**src/rtl/map_read_arbiter.sv**
```systemverilog
// map_read_arbiter: round-robin share of one map BRAM read port among NUM_REQ DDA requesters.
// Latency: request seen in cycle 0 -> map_addr_out in cycle 1 -> data_valid_out in cycle 2+BRAM_LATENCY.
// Backpressure: none. Each requester has at most one read in flight and must take its data on the valid pulse.
module map_read_arbiter #(
  parameter int NUM_REQ      = 2,
  parameter int N            = 24,
  parameter int DATA_W       = 4,
  parameter int BRAM_LATENCY = 2,
  localparam int ADDR_W      = $clog2(N*N)
) (
  input  logic                      pixel_clk_in,
  input  logic                      rst_n_in,
  input  logic [NUM_REQ-1:0]        req_in,
  input  logic [NUM_REQ*ADDR_W-1:0] addr_in,
  output logic [DATA_W-1:0]         data_out,
  output logic [NUM_REQ-1:0]        data_valid_out,
  output logic [ADDR_W-1:0]         map_addr_out,
  input  logic [DATA_W-1:0]         map_data_in,
  output logic                      busy_out
);

  localparam int ID_W = $clog2(NUM_REQ);

  // One tag per issued cycle: whether a read was issued and for whom.
  typedef struct packed {
    logic            vld;
    logic [ID_W-1:0] id;
  } tag_t;

  logic [NUM_REQ-1:0] pending;
  logic [ID_W-1:0]    last_grant;
  tag_t               tag_pipe [BRAM_LATENCY+1];

  logic [NUM_REQ-1:0] eligible;
  logic               grant_vld;
  logic [ID_W-1:0]    grant_id;
  logic [ADDR_W-1:0]  grant_addr;
  logic [NUM_REQ-1:0] grant_onehot;
  logic [NUM_REQ-1:0] exit_onehot;
  tag_t               tag_exit;

  // A requester whose previous read has not yet pulsed its valid cannot be granted again.
  assign eligible = req_in & ~pending;
  assign busy_out = |pending;
  assign tag_exit = tag_pipe[BRAM_LATENCY];

  // Round-robin pick: first eligible requester searching last_grant+1, +2, ... wrapping.
  // Both loops unroll to constants, so every index below is static.
  always_comb begin
    grant_vld    = 1'b0;
    grant_id     = '0;
    grant_addr   = '0;
    grant_onehot = '0;
    for (int k = 1; k <= NUM_REQ; k++) begin
      for (int i = 0; i < NUM_REQ; i++) begin
        if (!grant_vld && eligible[i] && (i == (int'(last_grant) + k) % NUM_REQ)) begin
          grant_vld       = 1'b1;
          grant_id        = ID_W'(i);
          grant_addr      = addr_in[i*ADDR_W +: ADDR_W];
          grant_onehot[i] = 1'b1;
        end
      end
    end
  end

  // Decode the tag leaving the pipe into the per-requester valid pulse.
  always_comb begin
    exit_onehot = '0;
    for (int i = 0; i < NUM_REQ; i++) begin
      if (tag_exit.vld && (tag_exit.id == ID_W'(i))) begin
        exit_onehot[i] = 1'b1;
      end
    end
  end

  // Tag pipe: stage 0 travels alongside map_addr_out, and stage BRAM_LATENCY
  // is present exactly in the cycle the BRAM presents that address's data.
  always_ff @(posedge pixel_clk_in) begin
    if (!rst_n_in) begin
      for (int s = 0; s <= BRAM_LATENCY; s++) begin
        tag_pipe[s] <= '0;
      end
    end else begin
      tag_pipe[0].vld <= grant_vld;
      tag_pipe[0].id  <= grant_id;
      for (int s = 1; s <= BRAM_LATENCY; s++) begin
        tag_pipe[s] <= tag_pipe[s-1];
      end
    end
  end

  // Issue side, return side and per-requester in-flight bookkeeping.
  // pending clears at the end of the valid cycle, so a request seen during
  // that cycle is ignored and re-granted one cycle later.
  always_ff @(posedge pixel_clk_in) begin
    if (!rst_n_in) begin
      data_valid_out <= '0;
      data_out       <= '0;
      map_addr_out   <= '0;
      pending        <= '0;
      last_grant     <= ID_W'(NUM_REQ-1);
    end else begin
      data_valid_out <= exit_onehot;
      if (tag_exit.vld) begin
        data_out <= map_data_in;
      end
      if (grant_vld) begin
        map_addr_out <= grant_addr;
        last_grant   <= grant_id;
      end
      pending <= (pending & ~data_valid_out) | grant_onehot;
    end
  end

endmodule

```
**config.mk**
```make
export PLATFORM = sky130hd
export DESIGN_NAME = map_read_arbiter
export DESIGN_NICKNAME = d
export VERILOG_FILES = /design/src/rtl/map_read_arbiter.sv
export SDC_FILE = /design/constraint.sdc
export NUM_CORES = 1
export LEC_CHECK = 0
export CAP_MARGIN = 10
export CORE_MARGIN = 4
export CORE_UTILIZATION = 35
export DETAILED_ROUTE_END_ITERATION = 8
export PLACE_DENSITY = 0.67
export SLEW_MARGIN = 20
export SYNTH_ARGS = -nofsm -noshare
export SYNTH_HDL_FRONTEND = slang
export SYNTH_SLANG_ARGS = --single-unit
```
**constraint.sdc**
```tcl
create_clock -name pixel_clk_in -period 1.55 [get_ports pixel_clk_in]
set_input_delay 0.465 -clock pixel_clk_in [delete_from_list [all_inputs] [get_ports pixel_clk_in]]
set_output_delay 0.465 -clock pixel_clk_in [all_outputs]
set_load 0.05 [all_outputs]
```
==> metrics.md, run 1 <==
| Metric | Value |
|---|---|
| Initial DRC count | `32` |
| Grt ovf | `0` |
| Mapped cell area | `971 sq um` |
| Crit-path cells | `or2_4 > buf_8` |
| WP buf/inv | `1` |
| Chip height | `between 60 and 70 um` |
| Initial antenna violation count | `0` |
| Crit path required time | `1.08 ns` |
| CP Launch Type | `flip-flop` |
| Register bit total from synthesis | `25` |
| CP max FO | `2` |
| Yosys cell types | `23` |
| Die area | `about 3700 sq um` |
| Commonest non-fill, non-tap cell in the layout | `clkdlybuf4s50_1` |
| Post-synth EDFFs | `0` |
| Top Layer Used | `met4` |
| Critical setup path kind | `flip-flop to output port` |
| Crit. Startpoint | `pending[1]` |
| Tcrit/Tclk final | `0.976` |
| Lkg Pwr | `0.752 nW` |
| Pwr dens | `951 nW/um^2` |
| Critical Path AT | `1.05 ns` |
| Clk buf depth | `2` |
| Clock Skew | `0.00372 ns` |
| RR Startpoint | `pending[1]` |
| Sw frac | `0.316` |
| Met3 Wirelength | `roughly 89 um` |
| Synthesized Nets | `130` |
| Sink Count | `25` |
| CTS tree | `built` |
| DRC errors left | `0` |
| Max Fclk | `between 600 and 700 MHz` |
| # fillers | `208` |
| Reg power frac | `0.471` |
| Detailed Route WL | `2460 um` |
| Ys flop type | `dfxtp_1` |
| Most frequent cells in the layout | `clkdlybuf4s50_1 (27), dfxtp_1 (23), inv_1 (21)` |
| Headroom to the max-slew limit | `0.801` |
| Number of nets in the layout | `179` |
| Final setup violating endpoints | `0` |
| Int Power | `1.09 mW` |
| Via density | `about 4.7` |
| Ant diodes | `0` |
| Synth Instances | `102` |
| Final Power | `1.60 mW` |
| Hold wc startpoint | `tag_pipe[0][4]` |
| Total Routing Usage GR | `0.142` |
| Width of the die | `60.7 um` |
| First-pass GRT wire length | `3920 um` |
| Final Wtd Congestion | `0.735` |
| Min Tclk post-route | `1.51 ns` |
| Largest net degree at the start of global routing | `16` |
| # rows | `18` |
| Async SR Flop Fraction | `0` |
| Worst min-delay path class | `flip-flop to flip-flop` |
| Met2 routed WL | `between 1000 and 1500 um` |
| First-pass DRT Iterations | `4` |
| Total number of H-tree levels | `1` |
| Combinational Power Share | `0.349` |
| TritonCTS Buffers | `3` |
| Vias in the first global route | `906` |
| Worst-path clk slew | `about 0.14 ns` |
| Seq/Total Area, Yosys | `0.515` |
| Synth Warn # | `0` |
| Dpl hpwl | `about 1900 um` |
| Vias | `approximately 850` |
| Unrepaired setup endpoints after global routing | `true` |
| Status | `completed` |
| Worst-skew pair later-pin latency | `around 0.31 ns` |
| Core area | `roughly 2600 sq um` |
| Clock power frac | `0.180` |
| Met1 wire length | `988 um` |
| Psw | `around 0.5 mW` |
| Effective utilization at floorplan | `0.378` |
| Area grow syn2layout | `73.2%` |
| Mean area per synthesized cell | `between 9 and 10 sq um` |
| Layout cell share with drive strength beyond 1 | `0.247` |
| Setup crit end kind | `output port` |
| Number of max-cap violations | `0` |
| CP max stage delay | `0.34 ns` |
| CP max-delay cell | `dfxtp_2` |
| Worst VDD drop | `about 0.00071 V` |
| Storage element area | `503 sq um` |
| Worst Max-Slew Pin Slew | `0.297 ns` |
| Area of the multi-input gates | `approximately 370 sq um` |
| PortBufs | `44` |
| Cts hold-fix bufs | `0` |
| Count of final hold-check violations | `0` |
| Pins Over Slew Limit | `0` |
| Root Driver | `clkbuf_4` |
| ANT nets after route | `0` |
| Per-cell routed wire length | `13.6 um` |
| Family with the most delay on the worst path | `flip-flops` |
| IO Pins | `45` |
| Worst hold margin | `0.424 ns` |
[registers in the layout, indices dropped and copies added, names as in the netlist]
| signal | count |
|---|---|
| data_valid_out | 2 |
| map_addr_out | 10 |
| data_out | 4 |
| last_grant | 1 |
| pending | 2 |
| tag_pipe | 6 |
[power groups by stage]
| stage | logic (mW) | clock network, mW | registers, mW |
|---|---|---|---|
| after floorplan | 0.133 | 0 | 0.878 |
| after global placement | 0.534 | 0 | 0.765 |
| after detailed placement | 0.542 | 0 | 0.769 |
| after CTS | 0.559 | 0.299 | 0.754 |
| after global routing | 0.583 | 0.318 | 0.761 |
| final | 0.559 | 0.287 | 0.754 |
[per-stage QoR]
stage                     area [sq um]  cells  utilization  setup slack [ns]   TNS, ns
final                             1680    180        0.655            0.0371         0
after global routing              1680    180        0.655          -0.00713  -0.00713
after CTS                         1670    180        0.652            0.0235         0
after detailed placement          1620    175        0.632            -0.569     -6.44
after global placement            1620    175        0.632            -0.452     -5.18
after floorplan                    971    102            -             0.290         0
[cells in the mapped netlist, types with 2 or more instances]
| master | instances | share of area |
|---|---|---|
| inv_1 | 21 | 0.081 |
| clkbuf_1 | 3 | 0.012 |
| nor2_1 | 2 | 0.0077 |
| nor2b_1 | 7 | 0.045 |
| mux2i_1 | 4 | 0.041 |
| o21a_1 | 2 | 0.015 |
| dfxtp_1 | 25 | 0.52 |
| nand2_1 | 11 | 0.043 |
| a222oi_1 | 9 | 0.093 |
| and2_1 | 5 | 0.032 |
[area by class of cell]
class | instances | share of cell area
flip-flops and latches | 25 | 0.299
inverters | 21 | 0.0469
clock buffers | 3 | 0.0134
repair buffers | 50 | 0.394
well taps | 30 | 0.0223
multi-input cells | 50 | 0.219
clock inverters | 1 | 0.00446
[logic make-up after synthesis]
kind of cell	Yosys count	synth area share
flops	25	0.515
compound gates	16	0.157
mux	4	0.0412
buf+inv	27	0.117
simple gates	30	0.169
[repair_timing]
action / CTS / global route
setup buffers: 1 / 0
endpoints found under the setup margin: 12 / 7
resized for setup: 5 / 3
gates cloned: 0 / 0
[final timing paths]
path,end,slack (ns),cells past startpoint
min,data_valid_out[0],0.42,1
max reg2reg,map_addr_out[2],0.24,4
max,busy_out,0.04,2
min reg2reg,data_valid_out[0],0.42,1
[layer usage]
layer,GRT usage,vias up
met3,0.0149,2
li1,-,428
met4,0.0557,0
met5,0,-
met2,0.282,25
met1,0.148,393
No activity file was read; power rests on OpenSTA's default activity.
==> inputs of run 2 (changes only) <==
--- a/config.mk
+++ b/config.mk
@@ -9,7 +9,7 @@
 export CORE_MARGIN = 4
 export CORE_UTILIZATION = 35
 export DETAILED_ROUTE_END_ITERATION = 8
-export PLACE_DENSITY = 0.67
+export PLACE_DENSITY = 0.69
 export SLEW_MARGIN = 20
 export SYNTH_ARGS = -nofsm -noshare
 export SYNTH_HDL_FRONTEND = slang
==> metrics.md, run 2 (synthesis gave the netlist of run 1 again) <==
| Metric | Value |
|---|---|
| Count of final hold-check violations | `0 (unchanged)` |
| Width of the die | `60.7 um (unchanged)` |
| WP buf/inv | `1 (unchanged)` |
| Pwr dens | `939 nW/um^2 (-1.3%)` |
| PortBufs | `44 (unchanged)` |
| Tcrit/Tclk final | `0.966 (-0.00978)` |
| Worst Max-Slew Pin Slew | `0.508 ns (+0.211 ns)` |
| Worst min-delay path class | `flip-flop to flip-flop` |
| Per-cell routed wire length | `12.6 um (-7.7%)` |
| Sink Count | `25 (unchanged)` |
| Number of nets in the layout | `183 (+2.2%)` |
| Worst-path clk slew | `0.13 ns (about the same)` |
| CP max stage delay | `0.35 ns (about the same)` |
| Crit path required time | `1.08 ns (about the same)` |
| Chip height | `60.7 um (unchanged)` |
| CTS tree | `built` |
| Largest net degree at the start of global routing | `14 (-2)` |
| Cts hold-fix bufs | `0 (unchanged)` |
| ANT nets after route | `0 (unchanged)` |
| DRC errors left | `0 (unchanged)` |
| TritonCTS Buffers | `3 (unchanged)` |
| Total number of H-tree levels | `1 (unchanged)` |
| Via density | `4.74 (+0.71%)` |
| Initial DRC count | `45 (+41%)` |
| Vias in the first global route | `910 (+0.44%)` |
| Detailed Route WL | `2320 um (-5.7%)` |
| Initial antenna violation count | `0 (unchanged)` |
| Clk buf depth | `2 (unchanged)` |
| Critical setup path kind | `flip-flop to output port` |
| Effective utilization at floorplan | `0.378 (unchanged)` |
| Number of max-cap violations | `0 (unchanged)` |
| Most frequent cells in the layout | `clkdlybuf4s50_1 (27), dfxtp_1 (24), inv_1 (21)` |
| Setup crit end kind | `output port` |
| Family with the most delay on the worst path | `flip-flops` |
| Grt ovf | `0 (unchanged)` |
| Headroom to the max-slew limit | `0.661 (-0.140)` |
| Pre-CTS setup slack | `-0.479 ns (+0.0905 ns)` |
| Commonest non-fill, non-tap cell in the layout | `clkdlybuf4s50_1` |
| Fin util | `0.658 (+0.00292)` |
| Crit-path cells | `or2_4 > buf_8` |
| Root Driver | `clkbuf_4` |
| Critical Path AT | `1.03 ns (-0.02 ns)` |
| Clock Skew | `0.00622 ns (+0.00251 ns)` |
| IO Pins | `45 (unchanged)` |
| Status | `completed` |
| Worst hold margin | `0.431 ns (+0.00674 ns)` |
| # rows | `18 (unchanged)` |
| First-pass DRT Iterations | `4 (unchanged)` |
| Area grow syn2layout | `74.0%` |
| Total Routing Usage GR | `0.139 (-0.00312)` |
| Top flop regs | `map_addr_out x10, tag_pipe x6, data_out x4` |
| Ant diodes | `0 (unchanged)` |
| Vias | `873 (+2.9%)` |
| Pins Over Slew Limit | `0 (unchanged)` |
| Core area | `2570 sq um (unchanged)` |
| CP Launch Type | `flip-flop` |
| First-pass GRT wire length | `3900 um (-0.54%)` |
| Final Wtd Congestion | `0.748 (+1.8%)` |
| Min Tclk post-route | `1.50 ns (-0.0152 ns)` |
| Layout cell share with drive strength beyond 1 | `0.253 (+0.00658)` |
| Die area | `3680 sq um (unchanged)` |
| CP max-delay cell | `dfxtp_1` |
| Worst VDD drop | `0.000697 V (-1.8%)` |
| Max reg flops | `10 (unchanged)` |
| Unrepaired setup endpoints after global routing | `true` |
| Worst-skew pair later-pin latency | `0.30 ns (about the same)` |
| CP max FO | `4 (+2)` |
| Max Fclk | `668 MHz (+1.0%)` |
| Biggest register | `map_addr_out` |
| Post-route setup slack | `0.0523 ns (+0.0152 ns)` |
| Lkg Pwr | `0.768 nW (+2.1%)` |
| Final setup violating endpoints | `0 (unchanged)` |
| Dpl hpwl | `1800 um (-6.1%)` |
[run 2: cell types whose count changed in the layout (fill, tap and decap cells not counted)]
cell,delta
buf_4,+5
dfxtp_1,+1
nor2_4,-1
nor2_2,+1
clkbuf_1,+1
clkinvlp_4,-1
buf_12,-1
dfxtp_2,-1
[run 2: worst register-to-register path: stages (launching register included)]
cell and delay, ns:
dfxtp_2 0.34, buf_4 0.14, nor3b_2 0.22, nor2_2 0.15, a222oi_1 0.36
[run 2: worst paths after layout]
path	start	to	slack [ns]	cells after the start
worst min-delay path	tag_pipe[0][4]	data_valid_out[0]	0.43	1
worst max-delay path	pending[0]	busy_out	0.05	2
worst min register to register	tag_pipe[0][4]	data_valid_out[0]	0.43	1
worst max register to register	pending[1]	map_addr_out[4]	0.24	4
[run 2: timing repair]
item,CTS,global route
setup endpoints to repair,12,9
buffers inserted,1,0
gates resized for setup,5,1
[run 2: area by class of cell]
type                    count  area, sq um
clock buffers               4         26.3
fillers                   217          878
inverters                  21         78.8
multi-input cells          50          364
flip-flops and latches     25          502
well taps                  30         37.5
repair buffers             54          681
[run 2: metrics by stage]
stage	setup TNS, ns	std cells	cell area, sq um	total power, mW
3_5_place_dp	-5.39	179	1640	1.31
3_3_place_gp	-4.74	179	1640	1.30
5_1_grt	-0.00149	184	1690	1.66
2_1_floorplan	0	102	971	1.01
6_report	0	184	1690	1.59
4_1_cts	0	184	1690	1.60
[run 2: routing by layer]
| layer | up-vias | routed length, um | GRT usage |
|---|---|---|---|
| li1 | 439 | - | - |
| met1 | 396 | 1060 | 0.172 |
| met2 | 36 | 1040 | 0.227 |
| met3 | 2 | 193 | 0.0319 |
| met4 | 0 | 17 | 0.0650 |
| met5 | - | 0 | 0 |
[run 2: power breakdown]
group	internal [mW]	switching [mW]
Clock	0.100	0.176
Sequential	0.700	0.0532
Combinational	0.296	0.260
Total	1.10	0.490
==> inputs of run 3 (changes only) <==
--- a/config.mk
+++ b/config.mk
@@ -8,9 +8,10 @@
 export CAP_MARGIN = 10
 export CORE_MARGIN = 4
 export CORE_UTILIZATION = 35
+export CTS_BUF_LIST = sky130_fd_sc_hd__clkbuf_2
 export DETAILED_ROUTE_END_ITERATION = 8
 export PLACE_DENSITY = 0.69
-export SLEW_MARGIN = 20
+export SLEW_MARGIN = 40
 export SYNTH_ARGS = -nofsm -noshare
 export SYNTH_HDL_FRONTEND = slang
 export SYNTH_SLANG_ARGS = --single-unit
==> constraint.sdc (replaced) <==
create_clock -name pixel_clk_in -period 1.5 [get_ports pixel_clk_in]
set_input_delay 0.45 -clock pixel_clk_in [delete_from_list [all_inputs] [get_ports pixel_clk_in]]
set_output_delay 0.45 -clock pixel_clk_in [all_outputs]
set_load 0.05 [all_outputs]
==> metrics.md, run 3 (synthesis gave the netlist of run 1 again) <==
| Metric | Value |
|---|---|
| Status | `complete, but fails checks` |
| Failing checks | `negative setup slack` |
| Cts hold-fix bufs | `0 (unchanged)` |
| TritonCTS Buffers | `3 (unchanged)` |
| Dpl hpwl | `1850 um (+2.5%)` |
| Total Routing Usage GR | `0.137 (-0.00113)` |
| Vias | `891 (+2.1%)` |
| Commonest non-fill, non-tap cell in the layout | `clkdlybuf4s50_1` |
| Area grow syn2layout | `74.2%` |
| Count of final hold-check violations | `0 (unchanged)` |
| CP max-delay cell | `dfxtp_2` |
| Core area | `2570 sq um (unchanged)` |
| WP buf/inv | `1 (unchanged)` |
| Die area | `3680 sq um (unchanged)` |
| Setup tns final | `-0.0650 ns (-0.0650 ns)` |
| Clock Skew | `0.0103 ns (+0.00405 ns)` |
| Crit-path cells | `or2_4 > buf_8` |
| WHS Endpoint | `data_valid_out[0]` |
| Crit path required time | `1.05 ns (-0.03 ns)` |
| CP max FO | `4 (unchanged)` |
| FF-to-FF End | `map_addr_out[5]` |
| Root Driver | `clkbuf_2` |
| Lkg Pwr | `0.774 nW (+0.83%)` |
| Area of the multi-input gates | `364 sq um (unchanged)` |
| Per-cell routed wire length | `12.9 um (+2.5%)` |
| PortBufs | `44 (unchanged)` |
| RR Startpoint | `pending[1]` |
| Hold Crit Depth | `1 (unchanged)` |
| Hold wc startpoint | `tag_pipe[0][4]` |
| Critical setup path kind | `flip-flop to output port` |
| Largest net degree at the start of global routing | `15 (+1)` |
| Top flop regs | `map_addr_out x10, tag_pipe x6, data_out x4` |
| DRC errors left | `0 (unchanged)` |
| Width of the die | `60.7 um (unchanged)` |
| Grt ovf | `0 (unchanged)` |
| Pins Over Slew Limit | `0 (unchanged)` |
| Initial antenna violation count | `0 (unchanged)` |
| Sink Count | `25 (unchanged)` |
| Biggest register | `map_addr_out` |
| Critical Path AT | `1.12 ns (+0.09 ns)` |
| Vias in the first global route | `901 (-0.99%)` |
| Final Wtd Congestion | `0.738 (-1.4%)` |
| Worst min-delay path class | `flip-flop to flip-flop` |
| Via density | `4.82 (+1.5%)` |
| Detailed Route WL | `2390 um (+3.0%)` |
| Worst VDD drop | `0.000657 V (-5.7%)` |
| Initial DRC count | `42 (-6.7%)` |
| Family with the most delay on the worst path | `flip-flops` |
| Clk buf depth | `2 (unchanged)` |
| Number of max-cap violations | `0 (unchanged)` |
| Chip height | `60.7 um (unchanged)` |
| Most frequent cells in the layout | `clkdlybuf4s50_1 (27), dfxtp_1 (23), inv_1 (21)` |
| Min Tclk post-route | `1.57 ns` |
| First-pass GRT wire length | `3840 um (-1.6%)` |
| # fillers | `211 (-2.8%)` |
| ANT nets after route | `0 (unchanged)` |
| First-pass DRT Iterations | `4 (unchanged)` |
| R2R setup slack | `0.13 ns (-0.11 ns)` |
| Final setup violating endpoints | `1 (+1)` |
| Tcrit/Tclk final | `1.04` |
| Storage element area | `503 sq um (+0.25%)` |
| IO Pins | `45 (unchanged)` |
| Ant diodes | `0 (unchanged)` |
| Worst-path clk slew | `0.23 ns (+0.10 ns)` |
| Total number of H-tree levels | `1 (unchanged)` |
| CP max stage delay | `0.38 ns (+0.03 ns)` |
| Pwr dens | `952 nW/um^2 (+1.5%)` |
| Worst Max-Slew Pin Slew | `0.517 ns (+0.00885 ns)` |
| Effective utilization at floorplan | `0.378 (unchanged)` |
| Max Fclk | `roughly 640 MHz` |
| Headroom to the max-slew limit | `0.655 (-0.00591)` |
| Max reg flops | `10 (unchanged)` |
| CTS tree | `built` |
| Worst Reg-to-Reg Cells | `4 (unchanged)` |
| CP Launch Type | `flip-flop` |
| Final Power | `1.61 mW (+1.6%)` |
| Number of nets in the layout | `184 (+0.55%)` |
| Post-route setup slack | `-0.0650 ns (-0.117 ns)` |
| Setup crit end kind | `output port` |
| Worst-skew pair later-pin latency | `0.33 ns (+0.03 ns)` |
| Layout cell share with drive strength beyond 1 | `0.271 (+0.0177)` |
| # rows | `18 (unchanged)` |
| Unrepaired setup endpoints after global routing | `true` |
-- run 3: worst max-delay path by stage --
stage | startpoint | to | slack [ns] | depth (start not counted)
2_1_floorplan | req_in[1] | map_addr_out[0] | 0.25 | 4
4_1_cts | pending[1] | busy_out | -0.14 | 2
5_1_grt | pending[0] | busy_out | -0.13 | 2
6_report | pending[0] | busy_out | -0.07 | 2
3_3_place_gp | req_in[1] | map_addr_out[4] | -0.45 | 4
3_5_place_dp | req_in[1] | map_addr_out[5] | -0.58 | 4
-- run 3: cell type report --
cell class,count,share of cell area
multi-input combinational,50,0.215
inverter,21,0.0466
tap,30,0.0222
clock inverter,1,0.00296
timing repair buffer,55,0.407
sequential,25,0.297
clock buffer,3,0.00888
-- run 3: report_power, final --
| part | internal (mW) | total (mW) | switching [mW] |
|---|---|---|---|
| clock | 0.0604 | 0.253 | 0.192 |
| sequential | 0.725 | 0.782 | 0.0564 |
| combinational | 0.308 | 0.577 | 0.269 |
| total | 1.09 | 1.61 | 0.518 |
-- run 3: through the flow --
step / instances / instance area (sq um) / hold slack (ns) / setup WS [ns] / utilization
after detailed placement: 180 / 1650 / 0.393 / -0.582 / 0.641
final: 185 / 1690 / 0.419 / -0.0650 / 0.659
after floorplan: 102 / 971 / 0.383 / 0.255 / -
after CTS: 184 / 1670 / 0.419 / -0.142 / 0.652
after global placement: 180 / 1650 / 0.391 / -0.445 / 0.641
after global routing: 185 / 1690 / 0.442 / -0.133 / 0.659
-- run 3: per-layer routing --
metal | GRT usage | vias up | share of wire
met5 | 0 | - | 0
met4 | 0.0464 | 0 | 0.011
met3 | 0.0362 | 4 | 0.070
met2 | 0.227 | 30 | 0.49
met1 | 0.174 | 416 | 0.43
li1 | - | 441 | -
-- run 3: worst reg2reg max path, cell delays in order (launching register included) --
cell      delay, ns
dfxtp_2        0.39
buf_4          0.13
nor3b_2        0.22
nor2_2         0.16
a222oi_1       0.37
-- run 3: timing repair --
item	in CTS	in global routing
pin swaps	0	1
setup endpoints to repair	12	11
setup buffers	0	1
resized for setup	3	4
